--- config.mk ---
export PLATFORM = sky130hd
export DESIGN_NAME = parity_splitter_flat
export DESIGN_NICKNAME = d
export VERILOG_FILES = /design/src/rtl/parity_pkg.sv /design/src/rtl/parity_splitter_if.sv /design/src/rtl/parity_chunk.sv /design/src/rtl/parity_splitter.sv /design/src/flat_wrapper.sv
export SDC_FILE = /design/constraint.sdc
export NUM_CORES = 1
export LEC_CHECK = 0
export ABC_AREA = 1
export BUFFER_PORTS_ARGS = -buffer_cell sky130_fd_sc_hd__buf_2
export CORE_MARGIN = 2
export CORE_UTILIZATION = 35
export DETAILED_ROUTE_END_ITERATION = 16
export SYNTH_ARGS = -nofsm -noshare
export SYNTH_HDL_FRONTEND = slang
export SYNTH_HIERARCHICAL = 1
export SYNTH_SLANG_ARGS = --single-unit
--- constraint.sdc ---
create_clock -name clk -period 1.45 [get_ports clk]
set_input_delay 0.0725 -clock clk [delete_from_list [all_inputs] [get_ports clk]]
set_output_delay 0.0725 -clock clk [all_outputs]
set_load 0.005 [all_outputs]
--- src/rtl/parity_pkg.sv ---
// Shared types and elaboration helpers for the parity splitter.
`default_nettype none

package parity_pkg;

  localparam logic [0:0] ST_IDLE = 1'b0;
  localparam logic [0:0] ST_SEND = 1'b1;

  typedef enum logic [0:0] {
    IDLE = ST_IDLE,
    SEND = ST_SEND
  } state_t;

  function automatic int clog2(input int value);
    int result;
    result = 0;
    for (int i = 0; i < 31; i++) begin
      if ((1 << i) < value) result = i + 1;
    end
    return result;
  endfunction

  function automatic int chunk_count(input int data_w, input int chunk_w);
    return data_w / chunk_w;
  endfunction

endpackage

`default_nettype wire

--- src/rtl/parity_splitter_if.sv ---
// Word-in / chunk-out handshake bundle; master drives words in and takes chunks out.
`default_nettype none

interface parity_splitter_if
  import parity_pkg::*;
#(
  parameter int DATA_W  = 32,
  parameter int CHUNK_W = 8
);

  localparam int NCHUNK = chunk_count(DATA_W, CHUNK_W);
  localparam int IDX_W  = (clog2(NCHUNK) < 1) ? 1 : clog2(NCHUNK);

  logic [DATA_W-1:0]  in_data;
  logic               in_valid;
  logic               in_ready;
  logic [CHUNK_W:0]   out_data;
  logic               out_valid;
  logic               out_ready;
  logic [IDX_W-1:0]   out_idx;
  logic               out_last;
  logic               done;

  modport master (
    output in_data, in_valid, out_ready,
    input  in_ready, out_data, out_valid, out_idx, out_last, done
  );

  modport slave (
    input  in_data, in_valid, out_ready,
    output in_ready, out_data, out_valid, out_idx, out_last, done
  );

endinterface

`default_nettype wire

--- src/rtl/parity_chunk.sv ---
// Single-chunk parity generator: even parity is the XOR of the bits, odd is its inverse.
`default_nettype none

module parity_chunk #(
  parameter int CHUNK_W = 8
) (
  input  logic [CHUNK_W-1:0] data,
  input  logic               odd_parity,
  output logic               parity
);

  assign parity = (^data) ^ odd_parity;

endmodule

`default_nettype wire

--- src/rtl/parity_splitter.sv ---
// Serialises a DATA_W word into NCHUNK parity-tagged chunks over valid/ready handshakes.
`default_nettype none

module parity_splitter
  import parity_pkg::*;
#(
  parameter int DATA_W     = 32,
  parameter int CHUNK_W    = 8,
  parameter int ODD_PARITY = 0,
  parameter int LSB_FIRST  = 0
) (
  input  logic              clk,
  input  logic              rst,
  parity_splitter_if.slave  bus
);

  localparam int NCHUNK = chunk_count(DATA_W, CHUNK_W);
  localparam int IDX_W  = (clog2(NCHUNK) < 1) ? 1 : clog2(NCHUNK);

  generate
    if ((DATA_W % CHUNK_W) != 0 || NCHUNK < 2) begin : g_bad_params
      $error("parity_splitter: DATA_W must be a multiple of CHUNK_W with at least two chunks");
    end
  endgenerate

  state_t              state;
  logic [DATA_W-1:0]   shreg;
  logic [IDX_W-1:0]    idx;
  logic                done_pulse;

  logic [CHUNK_W-1:0]  head;
  logic [DATA_W-1:0]   shifted;
  logic                parity;
  logic                sending;
  logic                last;

  // The chunk to send always sits at the end of the register that leaves first.
  generate
    if (LSB_FIRST != 0) begin : g_lsb_first
      assign head    = shreg[CHUNK_W-1:0];
      assign shifted = shreg >> CHUNK_W;
    end else begin : g_msb_first
      assign head    = shreg[DATA_W-1 -: CHUNK_W];
      assign shifted = shreg << CHUNK_W;
    end
  endgenerate

  parity_chunk #(.CHUNK_W(CHUNK_W)) u_parity (
    .data       (head),
    .odd_parity (ODD_PARITY != 0),
    .parity     (parity)
  );

  assign sending       = (state == SEND);
  assign last          = sending && (idx == IDX_W'(NCHUNK - 1));
  assign bus.out_valid = sending;
  assign bus.out_last  = last;
  assign bus.out_idx   = idx;
  assign bus.out_data  = sending ? {parity, head} : '0;
  assign bus.done      = done_pulse;
  // Accepting on the last-chunk handshake lets words stream without a bubble.
  assign bus.in_ready  = (state == IDLE) || (last && bus.out_ready);

  always_ff @(posedge clk or negedge rst) begin
    if (!rst) begin
      state      <= IDLE;
      shreg      <= '0;
      idx        <= '0;
      done_pulse <= 1'b0;
    end else begin
      done_pulse <= 1'b0;
      case (state)
        IDLE: begin
          if (bus.in_valid) begin
            shreg <= bus.in_data;
            idx   <= '0;
            state <= SEND;
          end
        end
        SEND: begin
          if (bus.out_ready) begin
            if (last) begin
              done_pulse <= 1'b1;
              idx        <= '0;
              if (bus.in_valid) begin
                shreg <= bus.in_data;
              end else begin
                shreg <= shifted;
                state <= IDLE;
              end
            end else begin
              shreg <= shifted;
              idx   <= idx + IDX_W'(1);
            end
          end
        end
        default: state <= IDLE;
      endcase
    end
  end

endmodule

`default_nettype wire

--- src/flat_wrapper.sv ---
// flat-port wrapper written by rule: the top's interface ports become plain ports
module parity_splitter_flat import parity_pkg::*;
#(
  parameter int DATA_W     = 32,
  parameter int CHUNK_W    = 8,
  parameter int ODD_PARITY = 0,
  parameter int LSB_FIRST  = 0
)
  (clk, rst, bus_in_data, bus_in_valid, bus_out_ready, bus_in_ready, bus_out_data, bus_out_valid, bus_out_idx, bus_out_last, bus_done);
  parity_splitter_if #(.DATA_W(DATA_W), .CHUNK_W(CHUNK_W)) bus_i ();
  input  logic clk;
  input  logic rst;
  input wire logic [$bits(bus_i.in_data)-1:0] bus_in_data;
  input wire logic [$bits(bus_i.in_valid)-1:0] bus_in_valid;
  input wire logic [$bits(bus_i.out_ready)-1:0] bus_out_ready;
  output wire logic [$bits(bus_i.in_ready)-1:0] bus_in_ready;
  output wire logic [$bits(bus_i.out_data)-1:0] bus_out_data;
  output wire logic [$bits(bus_i.out_valid)-1:0] bus_out_valid;
  output wire logic [$bits(bus_i.out_idx)-1:0] bus_out_idx;
  output wire logic [$bits(bus_i.out_last)-1:0] bus_out_last;
  output wire logic [$bits(bus_i.done)-1:0] bus_done;
  assign bus_i.in_data = bus_in_data;
  assign bus_i.in_valid = bus_in_valid;
  assign bus_i.out_ready = bus_out_ready;
  assign bus_in_ready = bus_i.in_ready;
  assign bus_out_data = bus_i.out_data;
  assign bus_out_valid = bus_i.out_valid;
  assign bus_out_idx = bus_i.out_idx;
  assign bus_out_last = bus_i.out_last;
  assign bus_done = bus_i.done;
  parity_splitter #(.DATA_W(DATA_W), .CHUNK_W(CHUNK_W), .ODD_PARITY(ODD_PARITY), .LSB_FIRST(LSB_FIRST)) u_core (.clk(clk), .rst(rst), .bus(bus_i));
endmodule
# == Word-level counts from Yosys, hierarchy flattened ==
# Index checks and enable logic that the tools add are counted.
# classes
shift,0
bitwise_logic,1
n_reduce_logical,5
mux,17
n_lt_le_gt_ge,0
n_div,0
mul,0
eq_ne,3
add_sub_neg,1
# ops
op,n
$mux 32,4
$pmux 32 s2,1
$mux 9,1
$reduce_xor 8->1,1
$mux 1,6
$mux 2,3
$ne 2x2->1 const B,2
$pmux 2 s2,1
$add 2x1->2 const B,1
$eq 2x2->1 const B,1
$logic_and 1x1->1,2
$pmux 1 s2,1
$reduce_and 2->1,1
$logic_or 1x1->1,1
$not 1->1,1
# word_totals
rom_bits,0
latch_bits,0
output_inout_bits,15
regBits,36
mem_bits_rw,0
wordCells,31
mem_count,0

# == Longest topological paths before layout ==
# Gate-level depths: netlist of the first run.
# logic_depth
depth_word,5
ltp_mapped,12

# == By module ==
# The synthesis of the first run kept the hierarchy.
# by_module_without_submodules
mod,cells_each,area_each_um2,instances,seq_area_each_um2
parity_splitter,286,2026.9,1,900.9
parity_chunk,38,163.9,1,0.0

# == Least setup slack after synthesis of the first run ==
# Ideal clock, no wire load.
# synth_path
path_kind,reg-to-reg
from,register u_core.idx[0] (netlist: u_core/bus.out_idx[0])
to,register u_core.shreg[12]
n_path_buf,1
path_stages_with_launch,7
required_time_ns,1.333
arrival_ns,1.128
slack_ns,0.204
setup_time_ns,0.117
cell_sequence,dfrtp_1 ha_1 nand2_2 buf_2 nand3_1 nand3_1 nand2_1
# synth_via
elab_chain_cells,5
# synth_lines
item,line_no,rtl
from (decl),parity_splitter.sv:28,logic [IDX_W-1:0] idx;
from (signal assigned),parity_splitter.sv:93,idx <= idx + IDX_W'(1);
$eq 2x2->1,parity_splitter.sv:55,assign last = sending && (idx == IDX_W'(NCHUNK - 1));
$logic_and 1x1->1,parity_splitter.sv:55,
$mux 32,parity_splitter.sv:82,if (last) begin
$mux 32,parity_splitter.sv:81,if (bus.out_ready) begin
$pmux 32 s2,parity_splitter.sv:72,case (state)
to (signal assigned),parity_splitter.sv:75,shreg <= bus.in_data;
to (signal assigned),parity_splitter.sv:86,shreg <= bus.in_data;
to (signal assigned),parity_splitter.sv:88,shreg <= shifted;
to (decl),parity_splitter.sv:27,logic [DATA_W-1:0] shreg;
# No other way between the ends. The select of a mux whose other input is x is not followed.
# A chain may end at the register's enable or synchronous reset.

# == Worst setup path after layout of the first run ==
# layout_path
from,register u_core.shreg[27]
to,output bus_out_data[8]
# layout_via
elab_chain_cells,2
# layout_lines
item,line_no,rtl
$reduce_xor 8->1,parity_chunk.sv:12,assign parity = (^data) ^ odd_parity;
net u_core.parity,parity_splitter.sv:33,logic parity;
$mux 9,parity_splitter.sv:59,"assign bus.out_data = sending ? {parity, head} : '0;"
to (decl),flat_wrapper.sv:17,output wire logic [$bits(bus_i.out_data)-1:0] bus_out_data;
# The timed path passes the listed nets, and every way through them passes these cells.

==> results of run 1 <==
## area by class of cell
cell class / count / area share [%]
Clock buffer: 8 / 3.31
Inverter: 73 / 10.1
Multi-Input combinational cell: 198 / 33.7
Sequential cell: 36 / 33.1
Tap cell: 75 / 3.45
Timing Repair Buffer: 70 / 16.4
## how the worst min path moves through the flow
stage,to,start,slack (ps)
final,u_core/shreg[7],bus_in_data[7],7
after global routing,u_core/shreg[4],bus_in_data[4],20
after CTS,u_core/shreg[4],bus_in_data[4],3
after detailed placement,u_core/shreg[7],rst,150
after global placement,u_core/shreg[7],rst,150
after floorplan,u_core/bus.done,rst,-220
## synth_stat cells, drive strengths merged
master  number  area share (%)
conb         1            0.17
nand2       97              18
nor2         2            0.34
o21ai        1            0.23
xor2         1            0.40
ha           1            0.57
a21oi        1            0.23
inv         73              13
nand3       93              21
buf         18             5.1
dfrtp       36              41
## sequential cells by signal, indices dropped and copies added (netlist names)
register and cells:
u_core/shreg 32, u_core/bus.out_idx 2, u_core/bus.out_valid 1, u_core/bus.done 1
## per-layer routing
layer	vias to the layer above	global-route usage, %	part of all wire [%]
met5	-	0	0
met1	924	19.2	46
li1	1098	-	-
met3	6	3.48	5.2
met4	0	4.02	1.1
met2	52	24.3	48
## kinds of logic (layout without fill, tap and decap cells)
group,Yosys count,count (layout)
xor+xnor,1,1
simple gates,192,192
fa+ha+maj,1,1
compound gates,2,2
flops,36,36
other cells,1,2
buf+inv,91,151
## where the power goes
| part | internal, W | leakage, nW | switching [W] |
|---|---|---|---|
| Sequential | 0.00136 | 0.465 | 0.000260 |
| Clock | 0.000388 | 0.0455 | 0.000354 |
| Combinational | 0.00105 | 1.19 | 0.00126 |
## stage by stage
stage / setup TNS [ps] / cells / hold slack (ps)
after detailed placement: 0 / 440 / 150
after global routing: -252 / 460 / 17.0
after floorplan: 0 / 325 / -223
after global placement: 0 / 440 / 148
after CTS: -52.1 / 454 / 2.97
final: -71.9 / 460 / 6.59
## worst max-delay path, stage by stage (launching register included)
cell and delay [ps]:
dfrtp_1 420, inv_1 90, nand2_1 50, nand2_1 80
nand2_1 70, nand2_2 70, inv_2 30, nand3_1 70
nand2_1 50, inv_1 40, nand2_1 40, inv_1 40
buf_2 100
## timing repair
item / in CTS / in global routing
hold buffers: 3 / 0
endpoints found under the hold margin: 38 / 0
setup endpoints to repair: 1 / 6
setup buffers: 3 / 6
pin swaps: 1 / 5
resized for setup: 0 / 10
==> run metrics, run 1 <==
status complete, but fails checks; failing checks negative setup slack; maxcap violations 0; GPL Wtd Cong ~0.7; mux cell area share after synthesis 0%; post-layout util between 40% and 50%; Die Area between 0.006 and 0.007 sq mm; CP arrival between 1000 and 1500 ps; Worst Setup Start Kind flop; worst r2r src u_core/bus.out_idx[0]; Crit Path Max Fanout 5; fillcell total about 640; CP Class flop to output pin; # rows 28; largest family of logic cells by synthesized area simple AND/OR/NAND/NOR gates; RSZ-0062 raised after global routing yes; most frequent cells in the layout 93 x nand3_1, 84 x nand2_1, 67 x inv_1; antenna cells 0; Simple-Gate Fraction of Synth Area about 40%; Max clock buf depth 2; Tmin final roughly 1500 ps; vias in the first global route 1955; IO Pins just over 50; Max Clk Rate ~0.66 GHz; CTS sink count 36; global-route wire length before repair roughly 8500 microns; CTS tree yes; worst min path class primary input to flop; Worst Setup End Kind output pin; Seq. cell area ~900 sq um; # H-tree levels 2; Leak roughly 1.7 nW; fin. max-slew vios 0; Nets ~420; syn_area_per_cell approximately 6.8 sq um; CTS root buf clkbuf_8; antenna violations before repair 0; drt drc 0; Starting Density a little over a third; r2r setup slk ~130 ps; Post-Synth Adder-Cell Area less than 1%; area of the core ~0.0060 sq mm; Synth Area in Compound Gates less than 1%; Die Height 83.1 microns; most common cell after layout, fill and taps aside nand3_1; crit path capture bus_out_data[8]; Yosys cell types 16; via/cell ratio around 4.5; Clock transition at path regs ~70 ps; cts bufs inserted 5; YS warnings 6; period utilization 105%; Worst-Skew Late Latency around 280 ps; largest net degree at the start of global routing 37; post-route ant nets 0; cell area after synthesis 0.00219 sq mm; Post-Synth XOR/XNOR Area 0.400%; Tot GR Track Use approximately 15%; Worst Setup SP u_core/shreg[27]; Initial DRC Count between 100 and 150; RR Endpoint u_core/shreg[31]; vias roughly 2100; Max VDD drop 669 uV; drt total wl between 5000 and 6000 microns; Worst Skew roughly 1.4 ps; cells on worst reg2reg path 7; Multi-input gate area 918 sq um; hold depth 3; pre-CTS setup slack roughly 140 ps; Area growth, synth to finish 24.3%; input/output buffers 50; chip width between 80 and 90 microns; Cell Area, Placed roughly 0.0025 sq mm; post-synthesis sequential area ratio 41.1%; WL/cell roughly 11 microns; DP HPWL 3230 microns; Final Cell Area 0.00272 sq mm; CP required about 1400 ps; register bit total from synthesis 36; final-report setup violation count 1; layout cell share with drive strength beyond 1 about a quarter; Cells after Synth about 320; Cell Pwr Density roughly 1700 mW/mm^2; total congestion overflow 0; total power ~0.0047 W; endpoints failing hold 0; setup ws final -71.9 ps; first-pass iteration count of the detailed router 4
(Power assumes the default switching activity.)
==> inputs of run 2 (changes only) <==
--- a/config.mk
+++ b/config.mk
@@ -10,6 +10,8 @@
 export CORE_MARGIN = 2
 export CORE_UTILIZATION = 35
 export DETAILED_ROUTE_END_ITERATION = 16
+export HOLD_SLACK_MARGIN = 0.03
+export PLACE_DENSITY = 0.54
 export SYNTH_ARGS = -nofsm -noshare
 export SYNTH_HDL_FRONTEND = slang
 export SYNTH_HIERARCHICAL = 1
==> run metrics, run 2 (synthesis gave the netlist of run 1 again) <==
status complete, but fails checks; failing checks negative setup slack; Clock transition at path regs 80 ps (about the same); total congestion overflow 0 (unchanged); CTS sink count 36 (unchanged); Hold Startpoint bus_out_ready; Cell Pwr Density 1690 mW/mm^2 (-1.6%); global-route wire length before repair 9150 microns (+7.5%); final-report setup violation count 1 (unchanged); GPL Wtd Cong 0.750 (+4.5%); vias 2156 (+3.7%); CTS tree yes; IO Pins 51 (unchanged); largest net degree at the start of global routing 37 (unchanged); Worst Skew 5.55 ps (+4.11 ps); # rows 28 (unchanged); Seq. cell area 905 sq um (+0.28%); Starting Density 36.6% (unchanged); placed cells 443 (+0.68%); input/output buffers 50 (unchanged); cts bufs inserted 5 (unchanged); DP HPWL 3550 microns (+9.9%); first-pass iteration count of the detailed router 6 (+2); cells on worst reg2reg path 6 (-1); fin. max-slew vios 0 (unchanged); Die Area 0.00691 sq mm (unchanged); total power 0.00476 W (+1.8%); layout cell share with drive strength beyond 1 26.0% (+1.9 points); via/cell ratio 4.58 (+1.2%); Worst Setup End Kind output pin; vias in the first global route 2023 (+3.5%); Worst Setup SP u_core/shreg[25]; antenna violations before repair 0 (unchanged); Tot GR Track Use 15.9% (+1.3 points); # H-tree levels 2 (unchanged); maxcap violations 0 (unchanged); Nets 432 (+2.6%); CP Class flop to output pin; antenna cells 0 (unchanged); CTS root buf clkbuf_8; setup TNS -55.3 ps (+16.6 ps); Max VDD drop 865 uV (+29%); CP required 1380 ps (about the same); worst min path class primary input to flop; most common cell after layout, fill and taps aside nand3_1; fillcell total 642 (+0.63%); non-filler cells, final 471 (+2.4%); Worst-Skew Late Latency 290 ps (about the same); Max Clk Rate 0.664 GHz (+1.1%); Multi-input gate area 942 sq um (+2.6%); hold depth 3 (unchanged); Tmin final 1510 ps (-16.6 ps); Crit Path Max Fanout 4 (-1); Max clock buf depth 2 (unchanged); RSZ-0062 raised after global routing yes; Area growth, synth to finish 28.7%; max reg flops 32 (unchanged); Leak 1.74 nW (+2.5%); period utilization 104% (-1.1 points); post-route ant nets 0 (unchanged); Top reg by flops u_core/shreg; most frequent cells in the layout 93 x nand3_1, 81 x nand2_1, 69 x inv_1; endpoints failing hold 0 (unchanged); worst r2r src u_core/bus.out_idx[0]; setup ws final -55.3 ps (+16.6 ps); Initial DRC Count 75 (-37%); Die Height 83.1 microns (unchanged); Worst Setup Start Kind flop; chip width 83.1 microns (unchanged); drt drc 0 (unchanged); CP arrival 1430 ps (-20 ps); WL/cell 11.4 microns (+2.5%); drt total wl 5370 microns (+4.9%); area of the core 0.00599 sq mm (unchanged)
## run 2: changes by cell type in the layout (fill, tap and decap cells not counted), sizes merged
cell / previous run / this run
buf: 67 / 71
clkinv: 0 / 2
clkbuf: 8 / 6
dlygate4sd3: 3 / 10
## run 2: power by group
group          internal [W]  switching [W]
Sequential          0.00137       0.000268
Clock              0.000379       0.000369
Combinational       0.00107        0.00130
## run 2: worst paths after layout
path	end	slack (ps)
min in group asynchronous	u_core/shreg[7]	370
worst min-delay path	u_core/bus.done	60
worst max-delay path	bus_out_data[8]	-60
max in group asynchronous	u_core/shreg[27]	720
worst min register to register	u_core/shreg[23]	510
worst max register to register	u_core/shreg[17]	130
## run 2: stage by stage
stage          cell area (sq um)  setup WS (ps)  util [%]  hold slack, ps
2_1_floorplan               2190            204         -            -223
3_3_place_gp                2510            110      41.9             153
3_5_place_dp                2510           94.7      41.9             152
4_1_cts                     2760          -46.2      46.1            43.0
5_1_grt                     2820           -160      47.1            67.4
6_report                    2820          -55.3      47.1            63.9
## run 2: area by class of cell
| class | count | area share [%] |
|---|---|---|
| Clock inverter | 2 | 0.355 |
| Clock buffer | 6 | 2.93 |
| Multi-Input combinational cell | 198 | 33.4 |
| Timing Repair Buffer | 81 | 18.2 |
| Inverter | 73 | 9.72 |
| Tap cell | 75 | 3.33 |
| Sequential cell | 36 | 32.1 |
## run 2: repair_timing
item / 4_1_cts / 5_1_grt
hold buffers: 10 / 0
pin swaps: 3 / 4
hold endpoints to repair: 45 / 0
setup buffers: 8 / 2
gates resized for setup: 0 / 17
endpoints found under the setup margin: 1 / 34
## run 2: per-layer routing
layer	GRT usage (%)	part of all wire [%]	wire length [microns]	vias up
met5	0	0	0	-
met4	4.47	0.52	28	0
met3	3.28	4.9	263	2
met2	26.8	49	2640	61
met1	20.7	45	2430	969
li1	-	-	-	1124
## run 2: worst max-delay path, stage by stage, from the launching register on
cell	delay [ps]
dfrtp_1	410
inv_1	80
nand2_2	50
nand2_2	50
nand2_2	50
nand2_1	70
nand2_2	50
nand2_1	70
nand2_1	50
nand2_1	50
inv_1	30
nand2_1	50
inv_1	30
buf_2	110
